## src/rtl/fp_normalize_round.sv

```systemverilog
`default_nettype none
// ============================================================================
// Module      : fp_normalize_round
// Description : Back end of the FP32 multiply path. Captures the 48-bit
//               mantissa product from the shift-add multiplier, normalizes it,
//               rounds to nearest-even, adjusts the exponent, detects
//               overflow/underflow and packs an IEEE-754 single result.
//               Denormal results are flushed to signed zero.
// Revision    : 1.0 - initial release
// ============================================================================
module fp_normalize_round #(
  parameter int MANT_W = 24,  // mantissa width including hidden bit
  parameter int EXP_W  = 10,  // signed width of the incoming biased exponent sum
  parameter int OEXP_W = 8    // packed exponent width
) (
  input  logic                        clk,
  input  logic                        reset,      // asynchronous, active-low
  input  logic                        in_en,
  input  logic [2*MANT_W-1:0]         p,
  input  logic                        sign_in,
  input  logic signed [EXP_W-1:0]     exp_in,
  input  logic                        zero_in,
  output logic [OEXP_W+MANT_W-1:0]    result,
  output logic                        done,
  output logic                        busy,
  output logic                        overflow,
  output logic                        underflow
);

  localparam int PW  = 2 * MANT_W;       // product width
  localparam int RW  = OEXP_W + MANT_W;  // packed result width (sign + exp + fraction)
  localparam int FW  = MANT_W - 1;       // stored fraction width
  // Two guard bits on the exponent: normalization and round carry can each add
  // one, and the saturation/flush tests must see the true signed value.
  localparam int IEW = EXP_W + 2;

  localparam logic signed [IEW-1:0] C_EXP_ONE  = IEW'(1);
  localparam logic signed [IEW-1:0] C_EXP_ZERO = '0;
  localparam logic signed [IEW-1:0] C_EXP_MAX  = IEW'((1 << OEXP_W) - 1);
  localparam logic [MANT_W-1:0]     C_M_CARRY  = {1'b1, {(MANT_W-1){1'b0}}};

  typedef enum logic [1:0] {
    S_IDLE  = 2'd0,
    S_NORM  = 2'd1,
    S_ROUND = 2'd2,
    S_PACK  = 2'd3
  } state_t;

  state_t                 state_q,  state_d;
  logic [PW-1:0]          p_q,      p_d;
  logic                   sign_q,   sign_d;
  logic                   zero_q,   zero_d;
  logic signed [IEW-1:0]  e_q,      e_d;
  logic [MANT_W-1:0]      m_q,      m_d;
  logic                   g_q,      g_d;      // guard bit (first bit below the lsb)
  logic                   s_q,      s_d;      // sticky: OR of everything below guard
  logic [RW-1:0]          result_q, result_d;
  logic                   done_q,   done_d;
  logic                   busy_q,   busy_d;
  logic                   ovf_q,    ovf_d;
  logic                   unf_q,    unf_d;

  // Mantissa increment with carry-out; the carry marks the all-ones case.
  logic [MANT_W:0]        w_m_inc;
  assign w_m_inc = {1'b0, m_q} + {{MANT_W{1'b0}}, 1'b1};

  // Next-state and datapath for the four-step normalize/round/pack sequence.
  always_comb begin
    state_d  = state_q;
    p_d      = p_q;
    sign_d   = sign_q;
    zero_d   = zero_q;
    e_d      = e_q;
    m_d      = m_q;
    g_d      = g_q;
    s_d      = s_q;
    result_d = result_q;
    done_d   = 1'b0;
    busy_d   = busy_q;
    ovf_d    = ovf_q;
    unf_d    = unf_q;

    case (state_q)
      S_IDLE: begin
        // Captures are accepted only here, including the cycle done is high.
        if (in_en) begin
          p_d     = p;
          sign_d  = sign_in;
          zero_d  = zero_in;
          e_d     = {{2{exp_in[EXP_W-1]}}, exp_in};
          busy_d  = 1'b1;
          state_d = S_NORM;
        end
      end

      S_NORM: begin
        // The product of two normalized mantissas lies in [1,4): the leading
        // one is at bit PW-1 or PW-2. A top-bit product gains one exponent.
        if (p_q[PW-1]) begin
          m_d = p_q[PW-1 -: MANT_W];
          g_d = p_q[MANT_W-1];
          s_d = |p_q[MANT_W-2:0];
          e_d = e_q + C_EXP_ONE;
        end else begin
          m_d = p_q[PW-2 -: MANT_W];
          g_d = p_q[MANT_W-2];
          s_d = |p_q[MANT_W-3:0];
        end
        state_d = S_ROUND;
      end

      S_ROUND: begin
        // Round to nearest, ties to even: bump when above half, or exactly
        // half with an odd lsb. An all-ones mantissa carries into 1.000..0.
        if (g_q && (s_q || m_q[0])) begin
          if (w_m_inc[MANT_W]) begin
            m_d = C_M_CARRY;
            e_d = e_q + C_EXP_ONE;
          end else begin
            m_d = w_m_inc[MANT_W-1:0];
          end
        end
        state_d = S_PACK;
      end

      S_PACK: begin
        // Zero operands win over any exponent condition; then saturation,
        // then flush-to-zero (no denormals are produced).
        if (zero_q) begin
          result_d = {sign_q, {(RW-1){1'b0}}};
          ovf_d    = 1'b0;
          unf_d    = 1'b0;
        end else if (e_q >= C_EXP_MAX) begin
          result_d = {sign_q, {OEXP_W{1'b1}}, {FW{1'b0}}};
          ovf_d    = 1'b1;
          unf_d    = 1'b0;
        end else if (e_q <= C_EXP_ZERO) begin
          result_d = {sign_q, {(RW-1){1'b0}}};
          ovf_d    = 1'b0;
          unf_d    = 1'b1;
        end else begin
          result_d = {sign_q, e_q[OEXP_W-1:0], m_q[FW-1:0]};
          ovf_d    = 1'b0;
          unf_d    = 1'b0;
        end
        done_d  = 1'b1;
        busy_d  = 1'b0;
        state_d = S_IDLE;
      end

      default: begin
        state_d = S_IDLE;
        busy_d  = 1'b0;
      end
    endcase
  end

  // State and output registers; reset aborts any operation in flight.
  always_ff @(posedge clk or negedge reset) begin
    if (!reset) begin
      state_q  <= S_IDLE;
      p_q      <= '0;
      sign_q   <= 1'b0;
      zero_q   <= 1'b0;
      e_q      <= '0;
      m_q      <= '0;
      g_q      <= 1'b0;
      s_q      <= 1'b0;
      result_q <= '0;
      done_q   <= 1'b0;
      busy_q   <= 1'b0;
      ovf_q    <= 1'b0;
      unf_q    <= 1'b0;
    end else begin
      state_q  <= state_d;
      p_q      <= p_d;
      sign_q   <= sign_d;
      zero_q   <= zero_d;
      e_q      <= e_d;
      m_q      <= m_d;
      g_q      <= g_d;
      s_q      <= s_d;
      result_q <= result_d;
      done_q   <= done_d;
      busy_q   <= busy_d;
      ovf_q    <= ovf_d;
      unf_q    <= unf_d;
    end
  end

  assign result    = result_q;
  assign done      = done_q;
  assign busy      = busy_q;
  assign overflow  = ovf_q;
  assign underflow = unf_q;

endmodule
`default_nettype wire

```

## config.mk

```make
export PLATFORM = sky130hd
export DESIGN_NAME = fp_normalize_round
export DESIGN_NICKNAME = d
export VERILOG_FILES = /design/src/rtl/fp_normalize_round.sv
export SDC_FILE = /design/constraint.sdc
export NUM_CORES = 1
export LEC_CHECK = 0
export ABC_AREA = 1
export BUFFER_PORTS_ARGS = -buffer_cell sky130_fd_sc_hd__buf_2
export CAP_MARGIN = 20
export CORE_MARGIN = 2
export CORE_UTILIZATION = 60
export CTS_BUF_LIST = sky130_fd_sc_hd__clkbuf_4 sky130_fd_sc_hd__clkbuf_8
export DETAILED_ROUTE_END_ITERATION = 10
export PLACE_DENSITY = 0.83
export SLEW_MARGIN = 20
export SYNTH_ARGS = -nofsm -noshare
export SYNTH_HDL_FRONTEND = slang
export SYNTH_SLANG_ARGS = --single-unit
```

## constraint.sdc

```tcl
create_clock -name clk -period 3.7 [get_ports clk]
set_clock_uncertainty 0.2 [all_clocks]
set_input_delay 0.185 -clock clk [delete_from_list [all_inputs] [get_ports clk]]
set_output_delay 0.185 -clock clk [all_outputs]
set_load 0.02 [all_outputs]
```

# --- Yosys cells after proc, flatten, opt, wreduce, memory -nomap -nowiden ---
# Cells that the tools add are included.
classes:
  order_cmp: 2
  mux: 24
  addsub: 2
  n_eq_ne: 7
  reduce_logical: 12
op_table:
  columns: ["op", "count"]
  rows:
  - ["two-way mux 31 bit", 3]
  - ["two-way mux 24 bit", 3]
  - ["two-way mux 12 bit", 4]
  - ["case mux 24 bit (2 select lines)", 1]
  - ["case mux 12 bit (3 select lines)", 1]
  - ["adder 24 x 1 -> 25 bit (second input constant)", 1]
  - ["OR reduction 23 bit", 1]
  - ["OR reduction 22 bit", 1]
  - ["adder 12 x 2 -> 12 bit (second input constant)", 1]
  - ["greater-or-equal comparator 12 x 9 -> 1 bit (second input constant)", 1]
  - ["<= comparator 12 x 1 -> 1 bit (second input constant)", 1]
  - ["two-way mux 1 bit", 9]
  - ["inequality test 2 bit (second input constant)", 4]
  - ["case mux 2 bit (4 select lines)", 1]
  - ["AND reduction 2 bit", 3]
  - ["AND reduction 5 bit", 1]
  - ["== test 2 bit (second input constant)", 2]
  - ["nonzero test 2 bit", 2]
  - ["nonzero test 3 bit", 1]
  - ["== test 2 x 1 -> 1 bit (second input constant)", 1]
  - ["zero test 2 bit", 1]
  - ["two-way mux 2 bit", 1]
  - ["case mux 1 bit (2 select lines)", 1]
  - ["logical AND 1 bit", 1]
  - ["logical OR 1 bit", 1]
totals:
  input_bits: 63
  out_inout_bits: 36
  ff_bits: 126

# --- Depth between registers and ports, before layout ---
logic_depth:
  depth_word: 4
  depth_mapped: 10

# --- Least setup slack after synthesis ---
# OpenSTA, ideal clock, no wires.
synth_timing:
  kind: "register to register"
  startpoint: "register state_q[0]"
  endpoint: "register m_q[18]"
  required_ns: 3.373
  setup_ns: 0.127
  t_arrival_ns: 1.575
  stages_incl_launch_ff: 10
  setup_slack_ns: 1.798
  cell_sequence: "dfrtp_1 -> inv_1 -> ha_1 -> buf_2 -> inv_1 -> nor2_2 -> clkinv_2 -> buf_4 -> nor2_1 -> a22oi_1"
synth_via:
  elab_chain_cells: 3
  elab_cells_between_ends: 6
  classes_between: "eq/ne (3); mux (1); reduce/logical (2)"
synth_rtl:
  columns: ["item", "line", "text"]
  rows:
  - ["start, declared", "49", "state_t state_q, state_d;"]
  - ["start signal, assigned", "175", "state_q <= state_d;"]
  - ["== test 2 bit or == test 2 x 1 -> 1 bit (tied branches)", "83", "case (state_q)"]
  - ["inequality test 2 bit (no source line) or nonzero test 2 bit (tied branches)", null, null]
  - ["AND reduction 2 bit (no source line)", null, null]
  - ["end signal, assigned", "180", "m_q <= m_d;"]
  - ["end, declared", "54", "logic [MANT_W-1:0] m_q, m_d;"]
# Several ways; a longest one is shown, not always the timed one.
# A chain may end at the register's enable or synchronous reset.

# --- Worst setup path after layout ---
layout_timing:
  startpoint: "register state_q[1]"
  endpoint: "register m_q[15]"
# The elaborated chain is that of the path after synthesis.

==> flow_summary.toml <==
[status]
run_status = "complete, no violations"

[grt]
grt_max_degree = 76
grt_pass1_wl_mm = 27.57
grt_overflow_total = 0
antenna_found_initial = 0
grt_use_total = 0.3031
grt_pass1_vias = 5810

[power]
p_per_area_nw_per_um2 = 908.5
swShare = 0.4727
pwr-share-clk = 0.169
p_comb_frac = 0.478
power.leakage_nw = 4.140
switching_power_mw = 3.465
p_seq_frac = 0.353
ir_drop_v = 0.0005167
internal-power_mw = 3.865

[detailed_routing]
routedWlPerCell_um = 14.45
drc = 0
drt_iter0_markers = 448
wl_mm = 16.63
antenna_left = 0
viasPerCell = 5.401
dr.pass1.iters = 5
vias = 6217

[die]
std_cell_rows = 37
die_h_um = 107.7
io-pin-count = 99
die_w_um = 107.7
core_um2 = 10370
die_area_um2 = 11590
start_util = 0.6219

[layout]
mostFrequentLayoutCells = "308 x nand2_1, 126 x dfrtp_1, 97 x buf_2"
diodes = 0
final_common_cell = "nand2_1"
layout-drive-gt1-share = 0.1793
syn_to_final_growth_pct = 25.11
nNetsFinal = 1072

[clock_tree]
htreeDepth = 4
post_cts_buffers = 0
cts_resized = 0
cts_hold_buf = 62
cts.path.max_buffers = 2
insertion_delay_ns = 0.44
cts_sinks = 126
cts_tree = "built"
clk_pin_slew_ns = 0.08
numCtsBuffers = 17
cts-root-buf = "clkbuf_8"

[sta]
fin_crit_sh = 0.9053
timing.hold.ws_ns = 0.2000
worstMarginPinSlew_ns = 0.9177
hold_violations = 0
slew_violations = 0
min_period_ns = 3.350
max_slew_margin = 0.3876
rsz0062_at_grt = "no"
setup_viol = 0
setup_tns_ns = 0
fmax_mhz = 298.5

[synthesis]
synth.area.top_cells = "dfrtp_1 49%, nand2_1 18%, nor2_1 4.8%"
synth_fa_ha_area_frac = 0.01358
synth_xor_xnor_area_share = 0.009507
synth.mux.area_fraction = 0
synth-compound-area-share = 0.1127
syn_avg_cell_area_um2 = 7.605
synth_simple_gate_area_share = 0.3114
synth_top_family_by_area = "simple AND/OR/NAND/NOR gates"
ys_seq_elements = 126
synth_cell_type_count = 39
yosysSeqAreaShare = 0.4889
syn_nets = 918
yosysTopAreaCellShare = 0.4889
yosysTopAreaCell = "dfrtp_1"
yosys_warnings = 0
syn_inst = 848
syn-cell-area_um2 = 6449

[place]
place.gp.congestion = 0.8941
hpwl_mm = 10.30
port_buffers = 98

[critical_path]
crit_buf_inv = 3
cp_top_family = "buffers and inverters"
crit_slowest_cell = "nor2_2"
cp-start-kind = "flop"
cp-end-kind = "flop"
critPathKind = "flop to flop"
crit_path_max_fanout = 26
critPathMaxStageDelay_ns = 0.80
required_ns = 3.82
worst-endpoint-arrival_ns = 3.46
cp_cell_sequence = "inv_1 -> ha_1 -> inv_1 -> nor2_2 -> clkinv_2 -> a21oi_1 -> a21oi_1"

[min_path]
min_path_type = "primary input to async pin"

[job]
maxCapViolCount = 0
-- flip-flops by register name, indices dropped and copies added (netlist names), 2 cells and up --
name     count
p_q         48
e_q         12
m_q         24
state_q      2
result      32
-- synth_stat cells --
| cell | count |
|---|---|
| nor2_4 | 5 |
| buf_6 | 2 |
| nand4_1 | 4 |
| o31ai_1 | 2 |
| nand3b_1 | 2 |
| clkbuf_1 | 16 |
| dfrtp_1 | 126 |
| nor3_1 | 3 |
| a21boi_4 | 1 |
| o21ai_0 | 55 |
| inv_2 | 2 |
| o21bai_1 | 3 |
| nand2_1 | 308 |
| buf_1 | 3 |
| o21ai_1 | 2 |
| ha_1 | 7 |
| o211ai_1 | 2 |
| o21ai_2 | 8 |
| xor2_1 | 2 |
| buf_4 | 2 |
| nor2_1 | 82 |
| nor2_2 | 5 |
| o22ai_1 | 2 |
| nor4_1 | 3 |
| xnor2_1 | 5 |
| clkinv_2 | 1 |
| inv_1 | 64 |
| a21oi_1 | 40 |
| a31oi_1 | 4 |
| a22o_1 | 1 |
| nand2_4 | 2 |
| buf_2 | 10 |
| a21o_1 | 1 |
| or2_2 | 3 |
| nand3_1 | 47 |
| o22a_1 | 1 |
| and2_1 | 1 |
| nand2_2 | 16 |
| a22oi_1 | 5 |
-- stage by stage --
step / std cells / setup WS, ns / util / area (um2) / power [mW]
detailed placement: 1056 / 0.4377 / 0.6768 / 7018 / 5.941
CTS: 1150 / 0.3697 / 0.7761 / 8048 / 7.254
floorplan: 848 / 1.798 / - / 6449 / 5.118
global route: 1151 / 0.1033 / 0.7780 / 8068 / 7.918
finish: 1151 / 0.3504 / 0.7780 / 8068 / 7.330
global placement: 1056 / 0.4660 / 0.6768 / 7018 / 5.826
-- cell type report --
type	instances	area, um2
clock inverter	15	175.2
timing repair buffer	168	1199
inverter	67	252.7
fill	715	2302
sequential	126	3153
multi-input combinational	622	2884
tap	136	170.2
clock buffer	17	234.0
-- layer usage --
| layer | global-route usage | share of wire | wire (um) |
|---|---|---|---|
| met5 | 0 | 0 | 0 |
| met1 | 0.4198 | 0.44 | 7316 |
| met2 | 0.4865 | 0.47 | 7847 |
| met4 | 0.09341 | 0.018 | 299 |
| met3 | 0.05811 | 0.070 | 1167 |
-- worst reg2reg max path, stage by stage (launching register included) --
cell and delay [ns]:
dfrtp_1 0.40, inv_1 0.08, ha_1 0.48, inv_1 0.32, nor2_2 0.80, clkinv_2 0.56, a21oi_1 0.29, a21oi_1 0.10
-- final timing paths --
kind	to	cells after the start	slack, ns	from
max in group asynchronous	p_q[23]	3	2.30	reset
min in group clk	p_q[7]	4	0.27	p[7]
worst min register to register	result[19]	2	0.28	result[19]
worst max-delay path	m_q[15]	7	0.35	state_q[1]
worst max register to register	m_q[15]	7	0.35	state_q[1]
worst min-delay path	result[13]	2	0.20	reset
-- logic make-up after synthesis --
| family | after synthesis |
|---|---|
| adder cells (fa/ha/maj) | 7 |
| AND/OR/NAND/NOR | 481 |
| buffers and inverters | 100 |
| XOR/XNOR | 7 |
| AO/OA/AOI/OAI | 127 |
| flip-flops | 126 |
-- power groups by stage --
stage / Clock [mW] / Sequential (mW) / Combinational, mW
floorplan: 0 / 2.60 / 2.52
global placement: 0 / 2.56 / 3.27
detailed placement: 0 / 2.58 / 3.36
CTS: 1.25 / 2.55 / 3.45
global route: 1.31 / 2.65 / 3.95
finish: 1.24 / 2.58 / 3.51
Note: power is estimated with default switching activity, not from simulation.
